### src/rtl/gon_sched_pkg.sv
// Shared types and constants for the GON scheduler: FSM state encoding and
// the reserved all-ones tag value that matches no PE.
package gon_sched_pkg;

  typedef enum logic [2:0] {
    IDLE,
    CFG_X,
    CFG_Y,
    DRAIN,
    DONE
  } gon_state_t;

  // Sliced down to XID_BITS / YID_BITS by the user.
  localparam logic [31:0] IDLE_TAG_X = 32'hFFFF_FFFF;
  localparam logic [31:0] IDLE_TAG_Y = 32'hFFFF_FFFF;

endpackage

### src/rtl/gon_id_scanner.sv
// Shift-count and scan-data generation for the X and Y ID chains. Counters
// are held at their start values whenever their phase is inactive.
module gon_id_scanner #(
  parameter int ROWS     = 6,
  parameter int COLS     = 8,
  parameter int XID_BITS = 3,
  parameter int YID_BITS = 3
) (
  input  logic                clk,
  input  logic                rst,
  input  logic                cfg_x,
  input  logic                cfg_y,
  output logic                set_xid,
  output logic [XID_BITS-1:0] xid_data,
  output logic                x_last,
  output logic                set_yid,
  output logic [YID_BITS-1:0] yid_data,
  output logic                y_last
);

  localparam int NX  = ROWS * COLS;
  localparam int XCW = (NX > 1) ? $clog2(NX) : 1;

  logic [XCW-1:0]      xcnt;
  logic [XID_BITS-1:0] xval;
  logic [YID_BITS-1:0] ycnt;

  // xval tracks (NX-1-k) mod COLS as a wrapping down-counter, avoiding a divider.
  always_ff @(posedge clk) begin
    if (!rst || !cfg_x) begin
      xcnt <= '0;
      xval <= XID_BITS'(COLS - 1);
    end else begin
      xcnt <= xcnt + 1'b1;
      xval <= (xval == '0) ? XID_BITS'(COLS - 1) : xval - 1'b1;
    end
  end

  always_ff @(posedge clk) begin
    if (!rst || !cfg_y) ycnt <= '0;
    else                ycnt <= ycnt + 1'b1;
  end

  assign set_xid  = cfg_x;
  assign xid_data = cfg_x ? xval : '0;
  assign x_last   = cfg_x && (xcnt == XCW'(NX - 1));

  assign set_yid  = cfg_y;
  assign yid_data = cfg_y ? (YID_BITS'(ROWS - 1) - ycnt) : '0;
  assign y_last   = cfg_y && (ycnt == YID_BITS'(ROWS - 1));

endmodule

### src/rtl/gon_scheduler.sv
// GON controller: configures PE X/Y ID chains, then drains every active PE in
// row-major order, writing each accepted beat to consecutive GLB addresses.
module gon_scheduler
  import gon_sched_pkg::*;
#(
  parameter int ROWS      = 6,
  parameter int COLS      = 8,
  parameter int XID_BITS  = 3,
  parameter int YID_BITS  = 3,
  parameter int CNT_BITS  = 8,
  parameter int ADDR_BITS = 16
) (
  input  logic                 clk,
  input  logic                 rst,
  input  logic                 cfg_start,
  input  logic                 drain_start,
  input  logic [YID_BITS-1:0]  rows_m1,
  input  logic [XID_BITS-1:0]  cols_m1,
  input  logic [CNT_BITS-1:0]  words_m1,
  input  logic [ADDR_BITS-1:0] base_addr,
  output logic                 busy,
  output logic                 done,
  output logic                 set_XID,
  output logic [XID_BITS-1:0]  XID_scan_in,
  output logic                 set_YID,
  output logic [YID_BITS-1:0]  YID_scan_in,
  output logic [XID_BITS-1:0]  tag_X,
  output logic [YID_BITS-1:0]  tag_Y,
  input  logic                 GON_valid,
  input  logic                 GON_ready,
  output logic                 glb_we,
  output logic [ADDR_BITS-1:0] glb_addr
);

  gon_state_t state, state_nxt;

  logic [YID_BITS-1:0]  row, rows_q;
  logic [XID_BITS-1:0]  col, cols_q;
  logic [CNT_BITS-1:0]  word, words_q;
  logic [ADDR_BITS-1:0] addr;
  logic                 beat, last_word, last_col, last_row;
  logic                 x_last, y_last;

  gon_id_scanner #(
    .ROWS(ROWS), .COLS(COLS), .XID_BITS(XID_BITS), .YID_BITS(YID_BITS)
  ) u_scan (
    .clk     (clk),
    .rst     (rst),
    .cfg_x   (state == CFG_X),
    .cfg_y   (state == CFG_Y),
    .set_xid (set_XID),
    .xid_data(XID_scan_in),
    .x_last  (x_last),
    .set_yid (set_YID),
    .yid_data(YID_scan_in),
    .y_last  (y_last)
  );

  assign beat      = GON_valid & GON_ready & (state == DRAIN);
  assign last_word = (word == words_q);
  assign last_col  = (col == cols_q);
  assign last_row  = (row == rows_q);

  always_ff @(posedge clk) begin
    if (!rst) state <= IDLE;
    else      state <= state_nxt;
  end

  always_comb begin
    state_nxt = state;
    case (state)
      IDLE:    if (cfg_start)        state_nxt = CFG_X;
               else if (drain_start) state_nxt = DRAIN;
      CFG_X:   if (x_last)           state_nxt = CFG_Y;
      CFG_Y:   if (y_last)           state_nxt = DONE;
      DRAIN:   if (beat && last_word && last_col && last_row) state_nxt = DONE;
      DONE:    state_nxt = IDLE;
      default: state_nxt = IDLE;
    endcase
  end

  // Bounds are latched at start so the caller may change them mid-drain.
  always_ff @(posedge clk) begin
    if (!rst) begin
      row     <= '0;
      col     <= '0;
      word    <= '0;
      addr    <= '0;
      rows_q  <= '0;
      cols_q  <= '0;
      words_q <= '0;
    end else if (state == IDLE && drain_start && !cfg_start) begin
      row     <= '0;
      col     <= '0;
      word    <= '0;
      addr    <= base_addr;
      rows_q  <= rows_m1;
      cols_q  <= cols_m1;
      words_q <= words_m1;
    end else if (beat) begin
      addr <= addr + 1'b1;
      if (last_word) begin
        word <= '0;
        if (last_col) begin
          col <= '0;
          row <= row + 1'b1;
        end else begin
          col <= col + 1'b1;
        end
      end else begin
        word <= word + 1'b1;
      end
    end
  end

  assign busy     = (state != IDLE);
  assign done     = (state == DONE);
  assign tag_X    = (state == DRAIN) ? col : IDLE_TAG_X[XID_BITS-1:0];
  assign tag_Y    = (state == DRAIN) ? row : IDLE_TAG_Y[YID_BITS-1:0];
  assign glb_we   = beat;
  assign glb_addr = addr;

endmodule
### config.mk
export PLATFORM = sky130hd
export DESIGN_NAME = gon_scheduler
export DESIGN_NICKNAME = d
export VERILOG_FILES = /design/src/rtl/gon_sched_pkg.sv /design/src/rtl/gon_id_scanner.sv /design/src/rtl/gon_scheduler.sv
export SDC_FILE = /design/constraint.sdc
export NUM_CORES = 1
export LEC_CHECK = 0
export CORE_UTILIZATION = 35
export DETAILED_ROUTE_END_ITERATION = 6
export SKIP_CTS_REPAIR_TIMING = 1
export SYNTH_ARGS = -nofsm -noshare
export SYNTH_HDL_FRONTEND = slang
export SYNTH_SLANG_ARGS = --single-unit
### constraint.sdc
create_clock -name clk -period 2.1 [get_ports clk]
set_clock_uncertainty 0.15 [all_clocks]
set_input_delay 0.63 -clock clk [delete_from_list [all_inputs] [get_ports clk]]
set_output_delay 0.63 -clock clk [all_outputs]
set_load 0.03 [all_outputs]
==> impl_metrics.toml, run 1 <==
[job]
drv_cap = 0

[yosys]
yosysWarnings = 0
yosys.cell_types.count = 46
synth_flop_cell = "dfxtp_1"
synth_cells = 333
yosys-top-cells-count = "59 x dfxtp_1, 49 x nand2_1, 31 x nor2_1"
synth_top_family_by_area = "simple AND/OR/NAND/NOR gates"
synth-xor-area-share_pct = 12.60
synth_top_area_share_pct = 41.44
synth_top_area_cell = "dfxtp_1"
synth_area_mm2 = 0.002850
synth_seq_area_share_pct = 41.44
synth_adder_area_share_pct = 3.951
synthArstFlopShare_pct = 0
synth-edff-count = 0
ys_seq_elements = 59
synth_nets = 378
syn_avg_cell_area_um2 = 8.559
yosysMostFrequentCell = "dfxtp_1"
synth_area_leaders = "dfxtp_1 41%, xor2_1 9.2%, nand2_1 6.5%"
synth_compound_area_share_pct = 10.76
synth-simple-area-share_pct = 27.61
synth.mux.area_fraction_pct = 1.054

[status]
status = "complete, but fails checks"
violations = "setup timing"

[floorplan]
dieWidth_um = 92.24
start_util_pct = 36.51
dieArea_mm2 = 0.008508
core_area_mm2 = 0.007807
die_h_um = 92.24
num_rows = 32
ios = 69

[sta]
fmax_mhz = 451.2
finalHoldViolations = 0
tightestPinTransition_ns = 0.5063
rsz0062_at_grt = "yes"
slew_headroom_pct = 65.93
timing.final.ws_setup_ns = -0.1161
min_period_ns = 2.216
post-route-period-util_pct = 105.5
report.final.slew_viol_count = 0
setup_violations = 15

[critical_path]
criticalPathCategory = "reg2out"
cp-start-kind = "flop"
reg2reg_to = "col[2]$_SDFFE_PP0N_"
required_ns = 1.32
r2r_start = "state[1]$_SDFFE_PN0P_"
cp_data_arrival_time_ns = 1.44
reg2reg_depth = 8
rrSetupSlack_ns = 0.06
cp-end-kind = "output port"
cp_max_fo = 7

[drt]
first_iter_violations = 61
wl_per_cell_um = 13.28
viasPerCell = 4.871
num_vias = 2640
ant_nets = 0
remaining_drc_errors = 0
wl_mm = 7.198
drtPass1Iterations = 4

[clock_network]
root_buffer = "clkbuf_8"
cts_buffer_depth = 2
cts_htree_levels = 3
cts.clk_slew.worst_paths_ns = 0.06
clk-insertion-delay-late_ns = 0.33
clock_sinks = 59
cts_tree = "done"
cts_inserted_buffers = 9

[hold_path]
min_from = "u_scan.xval[0]$_SDFF_PP1_"
hold_path.class = "reg2reg"
hold_end = "u_scan.xval[0]$_SDFF_PP1_"
holdPathStages = 1

[global_route]
grt_pass1_wl_mm = 11.70
grt_pass1_vias = 2554
grt.overflow.total = 0
antenna_found_initial = 0
grt_max_degree = 33
grt_use_total_pct = 17.59

[placement]
gp_congestion = 0.8234
post_dp_cell_area_mm2 = 0.003821
portBuffers = 68
dpl.hpwl_mm = 5.169
place_ws_ns = -0.4537

[final_layout]
syn_to_final_growth_pct = 46.97
design_area_mm2 = 0.004189
drive_above_1_share_pct = 20.91
post-route-util_pct = 53.65
num_antenna_cells = 0
multiInputGateArea_mm2 = 0.001652
nNetsFinal = 481
seq_area_mm2 = 0.001185
fill_cells = 743

[power]
ir_drop_uv = 639.1
p_leak_nw = 2.026
p_per_area_mw_per_mm2 = 955.1
-- per-layer routing --
metal,global-route usage [%],routed length (um),up-vias
li1,-,-,1350
met1,21.94,3252,1216
met2,28.92,3428,64
met3,3.814,403,10
met4,7.943,114,0
met5,0,0,-
-- cell families after synthesis --
kind of cell | after synthesis
mux | 3
fa+ha+maj | 9
buf+inv | 18
xor+xnor | 41
simple gates | 149
flops | 59
compound gates | 54
-- where the power goes --
group,total [mW],leakage [nW],switching [mW],internal [mW]
Clock,0.937,0.0953,0.422,0.515
Sequential,1.36,0.480,0.106,1.26
Combinational,1.70,1.45,0.908,0.793
Total,4.00,2.03,1.44,2.56
-- critical path, stage by stage (launching register included) --
cell     delay (ns)
dfxtp_2        0.32
buf_6          0.13
nor3b_4        0.32
nor2b_4        0.21
buf_6          0.13
-- cells in the final DEF (no fill, tap or decap), types with 2 or more instances in the layout --
cell type	instances
dfxtp_1	56
nand2_1	47
clkdlybuf4s50_1	33
buf_4	31
nor2_1	30
xor2_1	30
a21oi_1	29
dlymetal6s2s_1	18
buf_6	18
o21ai_0	14
clkbuf_8	12
xnor2_1	11
nand3_1	10
nand4_1	10
ha_1	9
nor3_1	8
inv_1	7
and3_1	7
nand2b_1	6
and2_4	5
mux2i_1	3
dfxtp_2	3
nor3b_4	2
nor4_2	2
and4_1	2
a211oi_1	2
a31oi_1	2
clkinv_2	2
-- area by class of cell --
type	instances	area share [%]
Sequential cell	59	28.29
Timing Repair Buffer	102	24.25
Multi-Input combinational cell	256	39.43
Tap cell	102	3.047
Clock buffer	13	4.032
Clock inverter	2	0.2389
Inverter	8	0.7168
-- stage by stage --
stage,std cells,hold WS (ns),TNS (ns),power [mW]
after floorplan,333,0.2163,0,2.291
after CTS,535,0.2454,-4.288,3.875
after global placement,520,0.2318,-8.585,2.912
final,542,0.2453,-1.139,4.001
after global routing,542,0.2654,-2.076,4.228
after detailed placement,520,0.2286,-9.260,2.926
-- state kept, by name, indices dropped and copies added, names as in the netlist, 6 cells and up --
| signal | cells |
|---|---|
| glb_addr | 16 |
| u_scan.xcnt | 6 |
| word | 8 |
| words_q | 8 |
-- how the worst max path moves through the flow --
stage	slack [ns]	from	depth (start not counted)	end
2_1_floorplan	0.02	state[0]$_SDFFE_PN0P_	2	XID_scan_in[0]
3_3_place_gp	-0.43	GON_valid	6	col[2]$_SDFFE_PP0N_
3_5_place_dp	-0.45	GON_valid	6	col[2]$_SDFFE_PP0N_
4_1_cts	-0.45	state[0]$_SDFFE_PN0P_	2	busy
5_1_grt	-0.19	state[2]$_SDFFE_PN0P_	4	YID_scan_in[0]
6_report	-0.12	state[2]$_SDFFE_PN0P_	4	YID_scan_in[0]
Note: power is estimated with default switching activity, not from simulation.
==> run 2: changes to the inputs <==
- CELL_PAD_IN_SITES_DETAIL_PLACEMENT: default -> 0
- CELL_PAD_IN_SITES_GLOBAL_PLACEMENT: default -> 1
- CORE_UTILIZATION: 35 -> 36
- PLACE_DENSITY_LB_ADDON: default -> 0.1
- clock period: 2.1 -> 2.47 ns (I/O delays scaled with it)
==> impl_metrics.toml, run 2 (same netlist as run 1, synthesis figures left out) <==
[clock_network]
cts.clk_slew.worst_paths_ns = 0.06
cts_inserted_buffers = 9
cts_htree_levels = 3
root_buffer = "clkbuf_8"
clock_sinks = 59
cts_tree = "done"
cts_buffer_depth = 2
clk-insertion-delay-late_ns = 0.33

[sta]
fmax_mhz = 417.4
finalHoldViolations = 0
min_period_ns = 2.396
whs_ns = 0.2487
slew_headroom_pct = 64.51
setup_violations = 0
post-route-period-util_pct = 96.99
report.final.slew_viol_count = 0
setup-tns-final_ns = 0
tightestPinTransition_ns = 0.5275

[critical_path]
crit_end = "glb_addr[3]"
startpoint = "glb_addr[3]$_SDFFE_PN0P_"
rrSetupSlack_ns = 0.33
cp-start-kind = "flop"
path_depth = 1
cp_slowest_stage_delay_ns = 0.72
required_ns = 1.58
reg2reg_depth = 6
cp_data_arrival_time_ns = 1.50
reg2reg_to = "col[2]$_SDFFE_PP0N_"
crit_family = "buffers and inverters"
path_cells = "clkdlybuf4s50_1"
cp_slowest_cell = "clkdlybuf4s50_1"
critPathBufInv = 1
cp-end-kind = "output port"
criticalPathCategory = "reg2out"
cp_max_fo = 7
r2r_start = "state[0]$_SDFFE_PN0P_"

[final_layout]
nNetsFinal = 467
syn_to_final_growth_pct = 41.04
final_cell_mix = "58 x dfxtp_1, 49 x clkdlybuf4s50_1, 48 x nand2_1"
mostFrequentLayoutCell = "dfxtp_1"
post-route-util_pct = 52.29
num_antenna_cells = 0
fill_cells = 747
largest_register_ff_count = 16
drive_above_1_share_pct = 14.59

[global_route]
antenna_found_initial = 0
grt_pass1_wl_mm = 11.52
globalRouteMet1Util_pct = 23.25
groute.layer.met2.usage_pct = 27.84
grt_max_degree = 24
grt.overflow.total = 0
met3_usage_pct = 4.271
grt_pass1_vias = 2463
grt.busiest_layer = "met2"
grt_use_total_pct = 17.59

[drt]
remaining_drc_errors = 0
wl_mm = 6.864
num_vias = 2542
drtPass1Iterations = 6
wl_per_cell_um = 13.02
ant_nets = 0
first_iter_violations = 96
viasPerCell = 4.824

[floorplan]
num_rows = 32
die_h_um = 90.98
start_util_pct = 37.08
ios = 69
dieWidth_um = 90.98
dieArea_mm2 = 0.008277
core_area_mm2 = 0.007687

[power]
p_leak_nw = 1.704
p_per_area_mw_per_mm2 = 829.4
ir_drop_uv = 602.8

[hold_path]
hold_path.class = "reg2reg"

[status]
status = "completed"

[placement]
gp_congestion = 0.7655
portBuffers = 68
dpl.hpwl_mm = 4.990

[job]
drv_cap = 0
run 2: per-layer routing:
layer	vias to the layer above	wire, um
met2	48	2996
met5	-	0
met4	0	64
li1	1321	-
met1	1168	3507
met3	5	296
run 2: area by class of cell:
type                            instances  area (um^2)  area share, %
Clock buffer                           12        165.2          4.108
Clock inverter                          2        35.03         0.8715
Inverter                                8        30.03         0.7470
Multi-Input combinational cell        256         1628          40.49
Sequential cell                        59         1182          29.41
Tap cell                              102        127.6          3.175
Timing Repair Buffer                   88        852.1          21.20
run 2: worst min-delay path by stage:
stage                                            to                      start  cells after the start
after CTS                 u_scan.xval[0]$_SDFF_PP1_  u_scan.xval[0]$_SDFF_PP1_                      1
final                     u_scan.xval[0]$_SDFF_PP1_  u_scan.xval[0]$_SDFF_PP1_                      1
after detailed placement  u_scan.xval[0]$_SDFF_PP1_  u_scan.xval[0]$_SDFF_PP1_                      1
after floorplan           u_scan.xval[0]$_SDFF_PP1_  u_scan.xval[0]$_SDFF_PP1_                      1
after global placement    u_scan.xval[0]$_SDFF_PP1_  u_scan.xval[0]$_SDFF_PP1_                      1
after global routing      u_scan.xval[0]$_SDFF_PP1_  u_scan.xval[0]$_SDFF_PP1_                      1
run 2: power breakdown:
group | total (mW) | internal (mW) | switching [mW]
registers | 1.20 | 1.07 | 0.135
clock network | 0.895 | 0.536 | 0.359
logic | 1.24 | 0.556 | 0.683
run 2: worst register-to-register path: stages (launching register included):
cell,delay [ns]
dfxtp_1,0.50
buf_4,0.18
nand3b_4,0.16
nor4_4,0.34
nand3_2,0.12
or4b_4,0.49
a21oi_2,0.14
run 2: through the flow:
stage	setup slack, ns	std cells	power [mW]	area, um^2
2_1_floorplan	0.06752	333	1.921	2861
3_3_place_gp	-0.1905	513	2.449	3774
3_5_place_dp	-0.1961	513	2.456	3774
4_1_cts	-0.2856	527	3.369	3974
5_1_grt	-0.006013	527	3.533	4020
6_report	0.07442	527	3.334	4020
